===== config.mk =====
export PLATFORM = sky130hd
export DESIGN_NAME = chan_sched_flat
export DESIGN_NICKNAME = d
export VERILOG_FILES = /design/src/rtl/sched_pkg.sv /design/src/rtl/chan_sched_if.sv /design/src/rtl/sched_wdog.sv /design/src/rtl/chan_sched.sv /design/src/flat_wrapper.sv
export SDC_FILE = /design/constraint.sdc
export NUM_CORES = 1
export LEC_CHECK = 0
export ABC_AREA = 0
export CORE_MARGIN = 10
export CORE_UTILIZATION = 35
export DETAILED_ROUTE_END_ITERATION = 8
export PLACE_DENSITY = 0.68
export RECOVER_POWER = 100
export SLEW_MARGIN = 20
export SYNTH_ARGS = -nofsm -noshare
export SYNTH_HDL_FRONTEND = slang
export SYNTH_SLANG_ARGS = --single-unit

===== constraint.sdc =====
create_clock -name clk -period 1.7 [get_ports clk]
set_input_delay 0.51 -clock clk [delete_from_list [all_inputs] [get_ports clk]]
set_output_delay 0.51 -clock clk [all_outputs]
set_load 0.01 [all_outputs]

===== src/rtl/sched_pkg.sv =====
// Shared types and default sizing for the per-frame channel scheduler.
package sched_pkg;

    typedef enum logic [1:0] {
        IDLE  = 2'd0,
        START = 2'd1,
        BUSY  = 2'd2,
        SHIFT = 2'd3
    } state_t;

    localparam int NCH_DEF = 32;
    localparam int CW_DEF  = 5;
    localparam int TMO_DEF = 255;

endpackage


===== src/rtl/chan_sched_if.sv =====
// Scheduler-facing bundle: frame timing and compute handshake in, sequencing strobes out.
interface chan_sched_if
    import sched_pkg::*;
#(
    parameter int CW = CW_DEF
);

    logic          en;
    logic          fs;
    logic          done;
    logic          start;
    logic [CW-1:0] chan;
    logic          shift_en;
    logic          busy;
    logic          frame_done;
    logic          overrun;
    logic          timeout;

    modport master (
        input  en, fs, done,
        output start, chan, shift_en, busy, frame_done, overrun, timeout
    );

    modport slave (
        output en, fs, done,
        input  start, chan, shift_en, busy, frame_done, overrun, timeout
    );

endinterface


===== src/rtl/sched_wdog.sv =====
// BUSY-state watchdog: counts cycles spent waiting for done and flags when TMO is reached.
module sched_wdog
    import sched_pkg::*;
#(
    parameter int TMO = TMO_DEF
) (
    input  logic clk,
    input  logic reset,
    input  logic clr,
    input  logic run,
    output logic expired
);

    logic [7:0] cnt;

    // Saturates at TMO so a stalled count cannot wrap back below the limit.
    always_ff @(posedge clk or posedge reset) begin
        if (reset) begin
            cnt <= '0;
        end else if (clr) begin
            cnt <= '0;
        end else if (run && (cnt != 8'(TMO))) begin
            cnt <= cnt + 8'd1;
        end
    end

    assign expired = run && (cnt == 8'(TMO));

endmodule


===== src/rtl/chan_sched.sv =====
// Channel scheduler top: START/BUSY/SHIFT sequencing of channels 0..NCH-1 per frame sync.
// Optional BUSY watchdog enabled by defining SCHED_TIMEOUT_EN.
module chan_sched
    import sched_pkg::*;
#(
    parameter int NCH = NCH_DEF,
    parameter int CW  = CW_DEF,
    parameter int TMO = TMO_DEF
) (
    input  logic         clk,
    input  logic         reset,
    chan_sched_if.master bus
);

    if (NCH > (1 << CW) || NCH < 1 || TMO < 1 || TMO > 255) begin : g_param_check
        $error("chan_sched: NCH must fit in CW bits and TMO must be 1..255");
    end

    state_t        state;
    state_t        state_nxt;
    logic [CW-1:0] chan_q;
    logic [CW-1:0] chan_d;
    logic          last;
    logic          expired;
    logic          start_q, start_d;
    logic          shift_q, shift_d;
    logic          busy_q, busy_d;
    logic          fdone_q, fdone_d;
    logic          overrun_q, overrun_d;

    assign last = (chan_q == CW'(NCH - 1));

`ifdef SCHED_TIMEOUT_EN
    logic timeout_q, timeout_d;

    sched_wdog #(.TMO(TMO)) u_wdog (
        .clk     (clk),
        .reset   (reset),
        .clr     (state == START),
        .run     (state == BUSY),
        .expired (expired)
    );

    // A watchdog expiry only counts as an error if done did not arrive in the same cycle.
    assign timeout_d = timeout_q | ((state == BUSY) && expired && !bus.done);

    always_ff @(posedge clk or posedge reset) begin
        if (reset) timeout_q <= 1'b0;
        else       timeout_q <= timeout_d;
    end

    assign bus.timeout = timeout_q;
`else
    assign expired     = 1'b0;
    assign bus.timeout = 1'b0;
`endif

    always_ff @(posedge clk or posedge reset) begin
        if (reset) state <= IDLE;
        else       state <= state_nxt;
    end

    always_comb begin
        state_nxt = state;
        case (state)
            IDLE:    if (bus.fs && bus.en) state_nxt = START;
            START:   state_nxt = BUSY;
            BUSY:    if (bus.done || expired) state_nxt = SHIFT;
            SHIFT:   state_nxt = last ? IDLE : START;
            default: state_nxt = IDLE;
        endcase
    end

    // Outputs are decoded from the next state so every strobe comes straight off a flop.
    always_comb begin
        start_d   = (state_nxt == START);
        shift_d   = (state_nxt == SHIFT);
        busy_d    = (state_nxt != IDLE);
        fdone_d   = (state == SHIFT) && (state_nxt == IDLE);
        overrun_d = overrun_q | (bus.fs && (state != IDLE));
        chan_d    = chan_q;
        if (state == SHIFT) begin
            chan_d = last ? '0 : chan_q + CW'(1);
        end
    end

    always_ff @(posedge clk or posedge reset) begin
        if (reset) begin
            chan_q    <= '0;
            start_q   <= 1'b0;
            shift_q   <= 1'b0;
            busy_q    <= 1'b0;
            fdone_q   <= 1'b0;
            overrun_q <= 1'b0;
        end else begin
            chan_q    <= chan_d;
            start_q   <= start_d;
            shift_q   <= shift_d;
            busy_q    <= busy_d;
            fdone_q   <= fdone_d;
            overrun_q <= overrun_d;
        end
    end

    assign bus.start      = start_q;
    assign bus.chan       = chan_q;
    assign bus.shift_en   = shift_q;
    assign bus.busy       = busy_q;
    assign bus.frame_done = fdone_q;
    assign bus.overrun    = overrun_q;

endmodule


===== src/flat_wrapper.sv =====
// flat-port wrapper written by rule: the top's interface ports become plain ports
module chan_sched_flat import sched_pkg::*;
#(
    parameter int NCH = NCH_DEF,
    parameter int CW  = CW_DEF,
    parameter int TMO = TMO_DEF
)
  (clk, reset, bus_en, bus_fs, bus_done, bus_start, bus_chan, bus_shift_en, bus_busy, bus_frame_done, bus_overrun, bus_timeout);
  chan_sched_if #(.CW(CW)) bus_i ();
  input  logic clk;
  input  logic reset;
  input wire logic [$bits(bus_i.en)-1:0] bus_en;
  input wire logic [$bits(bus_i.fs)-1:0] bus_fs;
  input wire logic [$bits(bus_i.done)-1:0] bus_done;
  output wire logic [$bits(bus_i.start)-1:0] bus_start;
  output wire logic [$bits(bus_i.chan)-1:0] bus_chan;
  output wire logic [$bits(bus_i.shift_en)-1:0] bus_shift_en;
  output wire logic [$bits(bus_i.busy)-1:0] bus_busy;
  output wire logic [$bits(bus_i.frame_done)-1:0] bus_frame_done;
  output wire logic [$bits(bus_i.overrun)-1:0] bus_overrun;
  output wire logic [$bits(bus_i.timeout)-1:0] bus_timeout;
  assign bus_i.en = bus_en;
  assign bus_i.fs = bus_fs;
  assign bus_i.done = bus_done;
  assign bus_start = bus_i.start;
  assign bus_chan = bus_i.chan;
  assign bus_shift_en = bus_i.shift_en;
  assign bus_busy = bus_i.busy;
  assign bus_frame_done = bus_i.frame_done;
  assign bus_overrun = bus_i.overrun;
  assign bus_timeout = bus_i.timeout;
  chan_sched #(.NCH(NCH), .CW(CW), .TMO(TMO)) u_core (.clk(clk), .reset(reset), .bus(bus_i));
endmodule

Word-level counts from Yosys, hierarchy flattened

Index checks and enable logic that the tools add are counted.

Bits in registers: 12
Output and inout bits: 11
Input bits: 5
Logic and storage cells: 27

Bitwise logic cells: 1
Add/subtract/negate cells: 1
Muxes and demuxes: 5
Equality and inequality tests: 6
Reductions and logical operators: 7

Operators by type and width:

| operator                                                              | number |
|---|---|
| 2-bit case mux with 4 select lines                                    | 1 |
| 2-bit equality test, second input constant                            | 3 |
| 5-bit by 1-bit adder with 5-bit output, second input constant         | 1 |
| 5-bit equality test, second input constant                            | 1 |
| 5-bit two-way mux                                                     | 1 |
| 2-bit by 1-bit equality test with 1-bit output, second input constant | 2 |
| 2-bit logical NOT                                                     | 2 |
| 2-bit two-way mux                                                     | 2 |
| 2-bit nonzero test                                                    | 2 |
| 1-bit logical AND                                                     | 3 |
| 1-bit two-way mux                                                     | 1 |
| 1-bit bitwise OR                                                      | 1 |

Longest topological paths before layout

Gate-level depths: netlist (run 1).

Depth in word-level cells: 5
Mapped depth: 6
Depth with buffers taken out: 6

Least setup slack after synthesis (run 1)

OpenSTA, ideal clock, no wires.

Path type: reg2reg
Start point: register u_core.chan_q[0], in the netlist u_core.bus.chan[0]
End point: register u_core.shift_q, in the netlist u_core.bus.shift_en
Slack: -0.003 ns
Data required time: 1.634 ns
Setup time: 0.066 ns
Clock period less this slack: 1.703 ns
Path buffers: 0
Cell stages (with the launch flop): 7
Arrival: 1.637 ns
Cells stage by stage: dfrtp_1 -> ha_1 -> and3_1 -> ha_1 -> nand2b_2 -> a32oi_2 -> and2_1

Word-level cells in the longest chain between the ends: 4

Ends and longest elaborated chain:

| what                               | RTL line         | text |
|---|---|---|
| start: declaration                 | chan_sched.sv:21 | `logic [CW-1:0] chan_q;` |
| start signal: assignment           | chan_sched.sv:96 | `chan_q <= chan_d;` |
| 5-bit equality test                | chan_sched.sv:31 | `assign last = (chan_q == CW'(NCH - 1));` |
| 1-bit two-way mux                  | chan_sched.sv:69 | `SHIFT: state_nxt = last ? IDLE : START;` |
| 2-bit case mux with 4 select lines | chan_sched.sv:65 | `case (state)` |
| via u_core.state_nxt[0]            | chan_sched.sv:20 | `state_t state_nxt;` |
| 2-bit equality test                | chan_sched.sv:77 | `shift_d = (state_nxt == SHIFT);` |
| via u_core.shift_d                 | chan_sched.sv:26 | `logic shift_q, shift_d;` |
| end signal: assignment             | chan_sched.sv:98 | `shift_q <= shift_d;` |
| end: declaration                   | chan_sched.sv:26 |  |

The timed path passes the listed nets, and every way through them passes these cells.
A chain may end at the register's enable or synchronous reset.

Worst setup path in the final report (run 1)

Start point: register u_core.shift_q, in the netlist u_core.bus.shift_en
End point: output bus_shift_en

RTL lines:

| what             | RTL line           | text |
|---|---|---|
| end: declaration | flat_wrapper.sv:17 | `output wire logic [$bits(bus_i.shift_en)-1:0] bus_shift_en;` |

No word-level cell between the ends.

==> results of run 1 <==
[cell families (layout without fill, tap and decap cells)]
| kind of cell | count (synthesis) | after routing | share of synthesized area, % |
|---|---|---|---|
| compound gates | 9 | 9 | 11.3 |
| fa+ha+maj | 5 | 5 | 11.3 |
| buf+inv | 7 | 30 | 5.43 |
| flops | 12 | 12 | 54.3 |
| mux | 2 | 2 | 3.85 |
| other cells | 1 | 1 | 0.678 |
| simple gates | 12 | 12 | 13.1 |
[state kept, by name, indices dropped and copies added (netlist names)]
register,flops
u_core.bus.chan,5
u_core.bus.start,1
u_core.bus.overrun,1
u_core.bus.busy,1
u_core.bus.frame_done,1
u_core.bus.shift_en,1
u_core.state,2
[worst reg2reg max path, delay by kind of cell, from the launching register on]
kind,cells,cell delay (ns)
buffers and inverters,1,0.15
DFF,1,0.41
and+or+nand+nor,2,0.38
AOI/OAI and AO/OA,1,0.21
adders and majority gates,2,0.38
[power by group]
group	internal [W]	total (W)	switching, W
registers	0.000407	0.000470	0.0000635
clock network	0.000130	0.000230	0.0000992
logic	0.000386	0.000725	0.000339
total	0.000923	0.00142	0.000501
[per-stage QoR]
| step | instances | hold slack [ns] |
|---|---|---|
| CTS | 87 | 0.475 |
| detailed placement | 82 | 0.455 |
| floorplan | 48 | 0.375 |
| global placement | 82 | 0.446 |
| global route | 87 | 0.512 |
| finish | 87 | 0.464 |
[what timing repair did]
item / 4_1_cts / 5_1_grt
setup endpoints to repair: 6 / 5
setup buffers: 1 / 0
pin swaps: 0 / 1
gates resized for setup: 5 / 2
[area by class of cell]
type                       instances  area [sq um]
tap                               16          20.0
clock buffer                       4          36.3
inverter                           6          22.5
sequential                        12           302
timing repair buffer              20           175
multi-input combinational         29           234
fill                             145           717
[synthesized netlist by cell type]
| master | n | area [sq um] |
|---|---|---|
| nor3_1 | 1 | 5.00 |
| conb_1 | 1 | 3.75 |
| nor2b_1 | 1 | 6.26 |
| and3_1 | 1 | 6.26 |
| a21o_1 | 1 | 7.51 |
| or2_2 | 1 | 6.26 |
| and2_1 | 1 | 6.26 |
| nand3_1 | 1 | 5.00 |
| buf_4 | 1 | 7.51 |
| a31oi_1 | 1 | 6.26 |
| a32oi_2 | 1 | 16.3 |
| mux2i_1 | 1 | 10.0 |
| o21ai_0 | 5 | 25.0 |
| o31ai_1 | 1 | 7.51 |
| nand2b_2 | 1 | 8.76 |
| nand3b_1 | 1 | 7.51 |
| nand2_1 | 2 | 7.51 |
| ha_1 | 5 | 62.6 |
| nand2b_1 | 1 | 6.26 |
| inv_1 | 6 | 22.5 |
| dfrtp_1 | 12 | 300 |
| and2b_1 | 1 | 7.51 |
| mux2_2 | 1 | 11.3 |
[routing by layer]
layer,routed length [um],up-vias,GRT usage [%],part of all wire [%]
li1,-,206,-,-
met1,502,188,6.83,44
met2,477,14,8.82,42
met3,97,5,4.24,8.5
met4,59,0,7.69,5.2
met5,0,-,0,0
[worst paths after layout]
check	endpoint	slack [ns]	start
hold reg to reg	u_core.bus.overrun	0.46	u_core.bus.overrun
hold / removal	u_core.bus.overrun	0.46	u_core.bus.overrun
min in group asynchronous	u_core.bus.chan[2]	0.67	reset
max in group asynchronous	u_core.bus.chan[0]	0.70	reset
setup reg to reg	u_core.bus.chan[3]	0.07	u_core.bus.chan[0]
setup / recovery	bus_shift_en	0.05	u_core.bus.shift_en
==> flow_metrics.env, run 1 <==
export IMPL_vias_per_cell=4.75
export IMPL_grt_pass1_vias=381
export IMPL_hold_depth=1
export IMPL_path_max_fanout=1
export IMPL_min_path_type="reg -> reg"
export IMPL_post_route_util_pct=52.4
export IMPL_antenna_found_initial=0
export IMPL_die_area_sq_um=3570
export IMPL_p_total_w=0.00142
export IMPL_insertedDiodeCount=0
export IMPL_cellPowerDensity_nw_per_um2=1800
export IMPL_clk_pin_slew_ns=0.08
export IMPL_worstSetupStartpointType="flip-flop"
export IMPL_fin_tns_setup_ns=0
export IMPL_vdd_ir_drop_max_mv=0.862
export IMPL_crit_chain="clkdlybuf4s50_1"
export IMPL_path_delay_family="buffers and inverters"
export IMPL_critPathSlowestCell="clkdlybuf4s50_1"
export IMPL_gp_congestion=0.766
export IMPL_postCtsHoldBufs=0
export IMPL_synthesis_nets=58
export IMPL_fp_dieH_um=59.8
export IMPL_syn_avg_cell_area_sq_um=11.5
export IMPL_first_iter_violations=4
export IMPL_syn_to_final_growth_pct=42.8
export IMPL_h_tree_depth=1
export IMPL_stdcell_area_sq_um=790
export IMPL_wl_per_cell_um=13.1
export IMPL_maxSlewViolCount=0
export IMPL_ys_seq_area_share_pct=54.3
export IMPL_layout_cells_most_common="dfrtp_1"
export IMPL_grt_ovfl_total=0
export IMPL_ff2ff_path_depth=6
export IMPL_yosysWarnings=0
export IMPL_critPathMaxStageDelay_ns=0.54
export IMPL_drive_gt1_share_pct=19.7
export IMPL_max_freq_mhz=605
export IMPL_clk_path_buf_depth=2
export IMPL_cp_data_required_time_ns=1.19
export IMPL_numPortBuffers=14
export IMPL_clock_sinks=12
export IMPL_coreArea_sq_um=1510
export IMPL_leakage_nw=0.377
export IMPL_num_vias=413
export IMPL_setup_viol=0
export IMPL_drt_pass1_iterations=4
export IMPL_numCtsBuffers=3
export IMPL_dpl_instance_area_sq_um=744
export IMPL_timing_final_ws_setup_ns=0.0467
export IMPL_synth_seq_cells=12
export IMPL_drt_wl_total_um=1140
export IMPL_grt_max_degree=13
export IMPL_netlist_area_sq_um=553
export IMPL_grt_use_total_pct=6.82
export IMPL_cp_arrival_ns=1.14
export IMPL_crit_path_end_kind="primary output"
export IMPL_start_util_pct=36.7
export IMPL_crit_type="reg -> out"
export IMPL_fin_skew_ns=0.00165
export IMPL_clk_latency_ns=0.28
export IMPL_die_w_um=59.8
export IMPL_fin_crit_sh_pct=97.3
export IMPL_grt_pass1_wl_um=1730
export IMPL_max_cap_violations=0
export IMPL_period_needed_ns=1.65
export IMPL_hold_violations=0
export IMPL_final_cell_mix="dfrtp_1, clkdlybuf4s50_1, inv_1"
export IMPL_drc=0
export IMPL_worst_path_buf_inv=1
export IMPL_rows=14
export IMPL_cp_depth=1
export IMPL_place_worst_setup_slack_ns=-0.0238
export IMPL_cts_tree="built"
export IMPL_synth_cell_types=23
export IMPL_io_pins=16
export IMPL_root_buffer="clkbuf_4"
export IMPL_status="complete, no violations"
export IMPL_synth_cells=48
export IMPL_drtAntennaViolNets=0
export IMPL_nNetsFinal=82
export IMPL_hpwlAfterDp_um=831
Note: power is estimated with default switching activity, not from simulation.
==> run 2, diff against run 1 <==
--- a/config.mk
+++ b/config.mk
@@ -9,6 +9,7 @@
 export CORE_MARGIN = 10
 export CORE_UTILIZATION = 35
 export DETAILED_ROUTE_END_ITERATION = 8
+export GPL_ROUTABILITY_DRIVEN = 0
 export PLACE_DENSITY = 0.68
 export RECOVER_POWER = 100
 export SLEW_MARGIN = 20
==> results of run 2 <==
Same layout as run 1: the final DEF is identical, and so are final timing and power.
